### config.mk
export PLATFORM = sky130hd
export DESIGN_NAME = mem_port_arbiter
export DESIGN_NICKNAME = d
export VERILOG_FILES = /design/src/rtl/mem_port_arbiter.sv
export SDC_FILE = /design/constraint.sdc
export NUM_CORES = 1
export LEC_CHECK = 0
export BUFFER_PORTS_ARGS = -buffer_cell sky130_fd_sc_hd__buf_2
export CAP_MARGIN = 15
export CORE_MARGIN = 2
export CORE_UTILIZATION = 43
export DETAILED_ROUTE_END_ITERATION = 10
export PLACE_DENSITY = 0.81
export SYNTH_ARGS = -nofsm -noshare
export SYNTH_HDL_FRONTEND = slang
export SYNTH_SLANG_ARGS = --single-unit
### constraint.sdc
create_clock -name clk -period 1.9 [get_ports clk]
set_input_delay 0.38 -clock clk [delete_from_list [all_inputs] [get_ports clk]]
set_output_delay 0.38 -clock clk [all_outputs]
set_load 0.01 [all_outputs]
### src/rtl/mem_port_arbiter.sv
// Fetch/data arbiter for the shared single-port memory.
// Optional fetch fairness: define MEM_ARB_FAIRNESS_EN.
module mem_port_arbiter #(
  parameter int ADDR_WIDTH = 32,
  parameter int DATA_WIDTH = 32,
  parameter int MEM_AW     = 15,
  parameter int MAX_STREAK = 4
) (
  input  logic                  clk,
  input  logic                  reset_n,
  input  logic                  if_req_valid,
  output logic                  if_req_ready,
  input  logic [ADDR_WIDTH-1:0] if_addr,
  output logic                  if_rsp_valid,
  input  logic                  if_rsp_ready,
  output logic [DATA_WIDTH-1:0] if_rsp_data,
  input  logic                  d_req_valid,
  output logic                  d_req_ready,
  input  logic                  d_we,
  input  logic [ADDR_WIDTH-1:0] d_addr,
  input  logic [DATA_WIDTH-1:0] d_wdata,
  output logic                  d_rsp_valid,
  input  logic                  d_rsp_ready,
  output logic [DATA_WIDTH-1:0] d_rsp_data,
  output logic [MEM_AW-1:0]     mem_addr,
  output logic                  mem_we,
  output logic [DATA_WIDTH-1:0] mem_wdata,
  input  logic [DATA_WIDTH-1:0] mem_rdata
);

  typedef enum logic [1:0] {
    IDLE,
    RESP_I,
    RESP_D
  } state_t;

  state_t state;

  logic                  ifRspValidQ;
  logic                  dRspValidQ;
  logic [DATA_WIDTH-1:0] ifRspDataQ;
  logic [DATA_WIDTH-1:0] dRspDataQ;
  logic [MEM_AW-1:0]     lastAddr;

  logic grantOk;
  logic fetchTurn;
  logic dWins;
  logic ifWins;
  logic ifGrant;
  logic dGrant;

  logic [MEM_AW-1:0] ifWord;
  logic [MEM_AW-1:0] dWord;

  // Low address bits and upper bits beyond the memory are not used.
  logic unusedAddr;
  assign unusedAddr = ^{if_addr, d_addr};

  assign ifWord = if_addr[MEM_AW+1:2];
  assign dWord  = d_addr[MEM_AW+1:2];

`ifdef MEM_ARB_FAIRNESS_EN
  localparam int SW = $clog2(MAX_STREAK + 1);
  localparam logic [SW-1:0] STREAK_MAX = SW'(MAX_STREAK);

  logic [SW-1:0] streak;

  assign fetchTurn = (streak == STREAK_MAX);

  // Count data grants that made a waiting fetch lose.
  always_ff @(posedge clk or negedge reset_n) begin
    if (!reset_n) begin
      streak <= '0;
    end else if (dGrant) begin
      if (!if_req_valid) begin
        streak <= '0;
      end else if (streak != STREAK_MAX) begin
        streak <= streak + 1'b1;
      end
    end else if (ifGrant) begin
      streak <= '0;
    end
  end
`else
  assign fetchTurn = 1'b0;
`endif

  // Grant window: idle, or the held response leaves this cycle.
  always_comb begin
    grantOk = 1'b0;
    unique case (state)
      IDLE:    grantOk = 1'b1;
      RESP_I:  grantOk = if_rsp_ready;
      RESP_D:  grantOk = d_rsp_ready;
      default: grantOk = 1'b0;
    endcase
  end

  // Data wins a contest unless fetch has been starved long enough.
  always_comb begin
    dWins   = d_req_valid && !(if_req_valid && fetchTurn);
    ifWins  = if_req_valid && !dWins;
    dGrant  = reset_n && grantOk && dWins;
    ifGrant = reset_n && grantOk && ifWins;
  end

  assign if_req_ready = ifGrant;
  assign d_req_ready  = dGrant;

  // Drive the memory port from the winner; keep the last index otherwise.
  always_comb begin
    mem_addr = lastAddr;
    if (dGrant) begin
      mem_addr = dWord;
    end else if (ifGrant) begin
      mem_addr = ifWord;
    end
  end

  assign mem_we    = dGrant && d_we;
  assign mem_wdata = d_wdata;

  // Remember the last driven index so an idle port stays quiet.
  always_ff @(posedge clk or negedge reset_n) begin
    if (!reset_n) begin
      lastAddr <= '0;
    end else if (dGrant || ifGrant) begin
      lastAddr <= mem_addr;
    end
  end

  // Response FSM: capture the granted result, release on consume.
  always_ff @(posedge clk or negedge reset_n) begin
    if (!reset_n) begin
      state       <= IDLE;
      ifRspValidQ <= 1'b0;
      dRspValidQ  <= 1'b0;
      ifRspDataQ  <= '0;
      dRspDataQ   <= '0;
    end else if (dGrant) begin
      state       <= RESP_D;
      ifRspValidQ <= 1'b0;
      dRspValidQ  <= 1'b1;
      dRspDataQ   <= d_we ? d_wdata : mem_rdata;
    end else if (ifGrant) begin
      state       <= RESP_I;
      ifRspValidQ <= 1'b1;
      dRspValidQ  <= 1'b0;
      ifRspDataQ  <= mem_rdata;
    end else if (grantOk) begin
      state       <= IDLE;
      ifRspValidQ <= 1'b0;
      dRspValidQ  <= 1'b0;
    end
  end

  assign if_rsp_valid = ifRspValidQ;
  assign d_rsp_valid  = dRspValidQ;
  assign if_rsp_data  = ifRspDataQ;
  assign d_rsp_data   = dRspDataQ;

endmodule

==> results_dict.tcl, run 1 <==
set metrics [dict create \
    synth_top_area_share 0.519 \
    cp_cell_sequence "and3b_2 -> a21o_4 -> a32oi_2 -> nand3_2 -> buf_6" \
    power_density_nw_per_um2 1340 \
    cts_max_level 3 \
    grt_pass1_vias 3916 \
    critPathBufInv 1 \
    drcViolationCount 0 \
    syn_area_um2 3910 \
    yosysTopAreaCell "dfrtp_1" \
    clk_pin_slew_ps 90 \
    crit_path_end_kind "primary output" \
    path_class "register to primary output" \
    cts_sinks 81 \
    cts_buffers 9 \
    skew_ps 15.2 \
    seqPwrFrac 0.384 \
    synth-edff-count 0 \
    ctsHoldBuffers 0 \
    worst_ir_drop_vdd_mv 0.768 \
    synth_most_common_cell "dfrtp_1" \
    gp_congestion 0.885 \
    period_share 1.15 \
    combPwrFrac 0.455 \
    synth_fp_nets 494 \
    synth_cells 359 \
    gr-total-overflow 0 \
    first_pass_iters 4 \
    nets 718 \
    switching_power_mw 2.90 \
    core-area_um2 8760 \
    path_delay_family "compound AO/OA/AOI/OAI gates" \
    worstMarginPinSlew_ps 969 \
    cell_internal_pwr_mw 4.80 \
    fillCellCount 654 \
    die_area_um2 9870 \
    yosysWarnings 0 \
    synthTopCellsByArea "dfrtp_1 52%, a21oi_1 8.3%, mux2i_1 8.2%" \
    cts_tree "done" \
    leakagePower_nw 2.96 \
    insertion_delay_ps 340 \
    io_pins 251 \
    hold_viol_final 0 \
    yosys_most_used_dff "dfrtp_1" \
    final_cells 696 \
    timing.final.ws_setup_ps -292 \
    utilization 0.658 \
    dieHeight_um 99.3 \
    violations "setup timing" \
    via_per_inst 5.52 \
    fin_crit_ps 2190 \
    critPathLaunchType "register" \
    crit_path_max_fanout 8 \
    antenna_cells 0 \
    ctsLongestPathBuffers 2 \
    status "complete, but fails checks" \
    syn_avg_cell_area_um2 10.9 \
    slowest_stage "dfrtp_1" \
    drv_cap 0 \
    slew_viol_final 0 \
    drt-initial-drc-count 135 \
    grt_max_degree 47 \
    vias 3842 \
    setup_viol 18 \
    rsz0062_at_grt "yes" \
    initial_utilization 0.446 \
    wl_per_cell_um 18.3 \
    required_ps 1520 \
    worstHoldPathType "primary input to asynchronous set/reset pin" \
    synth.yosys.seq_area_share 0.519 \
    synth_common_cells "81 x dfrtp_1, 65 x a21oi_1, 45 x nand3_1, 36 x buf_4, 32 x mux2i_1" \
    synth_cell_type_count 21 \
    async_flop_share 1.00 \
    drive_gt1_frac 0.568 \
    drt-total-wl_mm 12.7 \
    power_frac_clock 0.161 \
    place_hpwl_mm 8.36 \
    max_freq_ghz 0.456 \
    port-buffer-count 216 \
    crit_arrival_ps 1810 \
    antenna_left 0 \
    cpPeakStageDelay_ps 420 \
    syn_to_final_growth_pct 47.6 \
    die_x_um 99.3 \
    track_usage 0.243 \
    cts_root_buf "clkbuf_8" \
    reg2reg_slack_ps 60 \
    antenna_found_initial 0 \
    netSwitchingFraction 0.377 \
    grt_pass1_wl_mm 19.1 \
    dp.cells 662 \
    p_total_mw 7.70 \
    row_count 34 \
    ys_seq_elements 81 \
    slew_headroom 0.353 \
]
[worst paths after layout]
path | from | endpoint | cells past startpoint
min in group clk | mem_rdata[24] | if_rsp_data[24] | 2
max in group asynchronous | reset_n | if_rsp_data[16] | 2
min | reset_n | lastAddr[9] | 2
min reg2reg | if_rsp_data[22] | if_rsp_data[22] | 1
max | state[0] | mem_addr[12] | 5
max reg2reg | state[0] | lastAddr[6] | 8
[power by group through the flow]
| stage | registers (mW) | clock network (mW) | logic, mW |
|---|---|---|---|
| detailed placement | 2.93 | 0 | 2.95 |
| global placement | 2.88 | 0 | 2.86 |
| finish | 2.96 | 1.24 | 3.50 |
| floorplan | 3.21 | 0 | 1.23 |
| global route | 3.05 | 1.35 | 3.78 |
| CTS | 2.93 | 1.29 | 3.35 |
[kinds of logic (layout without fill, tap and decap cells)]
kind of cell	after synthesis	count (layout)	synth area share
AO/OA/AOI/OAI	83	86	0.122
buffers and inverters	61	287	0.0967
flip-flops	81	81	0.519
multiplexers	64	64	0.174
AND/OR/NAND/NOR	70	70	0.0887
[registers in the layout, summed over array words and instances, names as in the netlist]
signal       flops
d_rsp_data      32
if_rsp_data     32
lastAddr        15
state            2
[per-stage QoR]
stage / setup TNS [ps] / worst slack, ps / hold slack, ps / cell area, um^2
final: -4650 / -292 / 113 / 5770
after global routing: -5710 / -357 / 122 / 5770
after CTS: -3970 / -252 / 105 / 5680
after detailed placement: -15470 / -288 / 476 / 5070
after global placement: -11880 / -235 / 470 / 5070
after floorplan: 0 / 77.0 / 84.4 / 3910
[cells in the final DEF, fill, tap and decap left out, types with 10 or more instances in the layout]
| cell type | Yosys | routed |
|---|---|---|
| nand3_1 | 45 | 25 |
| buf_4 | 36 | 46 |
| nand3_2 | 0 | 18 |
| a32oi_2 | 0 | 15 |
| clkbuf_8 | 0 | 10 |
| mux2_1 | 28 | 28 |
| dfrtp_1 | 81 | 81 |
| buf_6 | 0 | 15 |
| buf_2 | 11 | 204 |
| a21oi_1 | 65 | 64 |
| nand2_1 | 16 | 16 |
| mux2i_1 | 32 | 32 |
[per-layer routing]
metal  up-vias  global-route usage  wire length, um
li1       1722                   -                -
met1      1883               0.286             4780
met2       203               0.439             6510
met3        34              0.0457             1040
met4         0              0.0969              405
met5         -                   0                0
[cell type report]
type / count / area [um^2] / share of cell area
flip-flops and latches: 81 / 2030 / 0.351
multi-input cells: 220 / 1800 / 0.312
repair buffers: 269 / 1610 / 0.278
clock buffers: 11 / 141 / 0.0245
well taps: 108 / 135 / 0.0234
clock inverters: 5 / 55.1 / 0.00954
inverters: 2 / 7.51 / 0.00130
[timing repair]
action	in CTS	in global routing
pin swaps	20	9
gates cloned	3	1
endpoints found under the setup margin	78	49
resized for setup	56	12
setup buffers	12	2
(Power assumes the default switching activity.)
==> run 2: changes to the inputs <==
==> config.mk (replaced) <==
export PLATFORM = sky130hd
export DESIGN_NAME = mem_port_arbiter
export DESIGN_NICKNAME = d
export VERILOG_FILES = /design/src/rtl/mem_port_arbiter.sv
export SDC_FILE = /design/constraint.sdc
export NUM_CORES = 1
export LEC_CHECK = 0
export CAP_MARGIN = 15
export CORE_AREA = 2 2 97 99
export DETAILED_ROUTE_END_ITERATION = 10
export DIE_AREA = 0 0 99 101
export DONT_BUFFER_PORTS = 1
export SYNTH_ARGS = -nofsm -noshare
export SYNTH_HDL_FRONTEND = slang
export SYNTH_SLANG_ARGS = --single-unit
==> constraint.sdc (replaced) <==
create_clock -name clk -period 2.8 [get_ports clk]
set_input_delay 0.56 -clock clk [delete_from_list [all_inputs] [get_ports clk]]
set_output_delay 0.56 -clock clk [all_outputs]
set_load 0.01 [all_outputs]
==> run 2 against run 1 <==
The flow now finishes without violations. Flip-flop and latch count stayed put. Final cell count fell by 37%. Sequential share of layout area grew 16 points. Die area is 1.3% higher. Via count decreased by 33%. Count of clock-buffer cells in the layout down 1. Clock skew shrank 1.1 ps. Global-route usage down 6.8 points. Sequential power fell by 23%. Clock power decreased by 26%. Critical path type unchanged.
==> results_dict.tcl, run 2 (synthesized netlist as in run 1, its figures left out) <==
set metrics [dict create \
    power_density_nw_per_um2 1040 \
    whs_ps 83.2 \
    core-area_um2 8980 \
    hold_viol_final 0 \
    skew_ps 14.2 \
    antenna_left 0 \
    worst_ir_drop_vdd_mv 0.337 \
    drcViolationCount 0 \
    final_common_cell "dfrtp_1" \
    dp.cells 419 \
    grt_pass1_wl_mm 13.6 \
    required_ps 2240 \
    cts_sinks 81 \
    slew_viol_final 0 \
    crit_path_end_kind "primary output" \
    layout_common_cells "81 x dfrtp_1, 65 x a21oi_1, 45 x nand3_1" \
    first_pass_iters 4 \
    post-cts-setup-buffer-count 0 \
    vias 2593 \
    drt-total-wl_mm 8.85 \
    gp_congestion 0.716 \
    grt_pass1_vias 2625 \
    worstMarginPinSlew_ps 1000 \
    slew_headroom 0.328 \
    gr-total-overflow 0 \
    cp_cell_sequence "and3b_1 -> a21o_4 -> a32oi_1 -> nand3_1" \
    grt_max_degree 82 \
    drive_gt1_frac 0.0923 \
    antenna_found_initial 0 \
    ctsLongestPathBuffers 2 \
    syn_to_final_growth_pct 2.14 \
    io_pins 251 \
    setup_viol 0 \
    insertion_delay_ps 350 \
    track_usage 0.175 \
    slowest_stage "dfrtp_1" \
    cts_buffers 9 \
    max_freq_ghz 0.418 \
    critPathLaunchType "register" \
    cts_root_buf "clkbuf_8" \
    path_class "register to primary output" \
    crit_arrival_ps 1830 \
    initial_utilization 0.435 \
    finalSetupTns_ps 0 \
    clk_pin_slew_ps 90 \
    leakagePower_nw 1.77 \
    die_x_um 99 \
    port-buffer-count 0 \
    place_hpwl_mm 6.19 \
    dieHeight_um 101 \
    utilization 0.445 \
    drv_cap 0 \
    cts_max_level 3 \
    fin_crit_ps 2390 \
    cpPeakStageDelay_ps 450 \
    via_per_inst 5.95 \
    drt-initial-drc-count 104 \
    crit_path_max_fanout 36 \
    rsz0062_at_grt "no" \
    final_cells 436 \
    period_share 0.854 \
    die_area_um2 10000 \
    antenna_cells 0 \
    nets 456 \
    cts_tree "done" \
    worstHoldPathType "primary input to asynchronous set/reset pin" \
    row_count 35 \
    status "finished clean" \
    wl_per_cell_um 20.3 \
]
run 2: critical path: cells and delay by family (launching register included):
| kind | cells | cell delay [ps] |
|---|---|---|
| and+or+nand+nor | 2 | 400 |
| AOI/OAI and AO/OA | 2 | 630 |
| DFF | 1 | 450 |
run 2: cell type report:
class	count	area [um^2]
Fill cell	829	4980
Sequential cell	81	2030
Multi-Input combinational cell	217	1510
Tap cell	111	139
Clock buffer	10	128
Timing Repair Buffer	10	98.8
Clock inverter	5	81.3
Inverter	2	7.51
run 2: worst paths after layout:
check | end | startpoint | cells after the start | slack, ps
max in group asynchronous | d_rsp_data[3] | reset_n | 1 | 2360
hold reg to reg | lastAddr[13] | lastAddr[13] | 2 | 510
hold / removal | if_rsp_data[27] | reset_n | 1 | 80
setup reg to reg | if_rsp_data[8] | state[0] | 5 | 890
min in group clk | if_rsp_data[24] | mem_rdata[24] | 1 | 330
setup / recovery | mem_addr[10] | state[0] | 4 | 410
run 2: report_power, final:
part | switching [mW] | internal [mW] | total [mW]
clock | 0.419 | 0.498 | 0.917
sequential | 0.577 | 1.70 | 2.28
combinational | 0.547 | 0.397 | 0.944
run 2: stage by stage:
step | worst slack (ps) | area, um^2 | total power, mW
3_5_place_dp | 221 | 3740 | 3.23
2_1_floorplan | 668 | 3910 | 3.01
6_report | 409 | 3990 | 4.14
4_1_cts | 158 | 3980 | 4.19
3_3_place_gp | 308 | 3740 | 3.18
5_1_grt | 246 | 3990 | 4.42
run 2: routing by layer:
metal	vias to the layer above	global-route usage	share of wire
met1	1265	0.215	0.40
li1	1178	-	-
met5	-	0	0
met3	11	0.0659	0.098
met4	0	0.0664	0.013
met2	139	0.282	0.49
run 2: timing repair:
action | CTS | global route
resized for setup | 0 | 1
setup endpoints to repair | 0 | 1
endpoints found under the hold margin | 81 | 0
hold buffers | 1 | 0
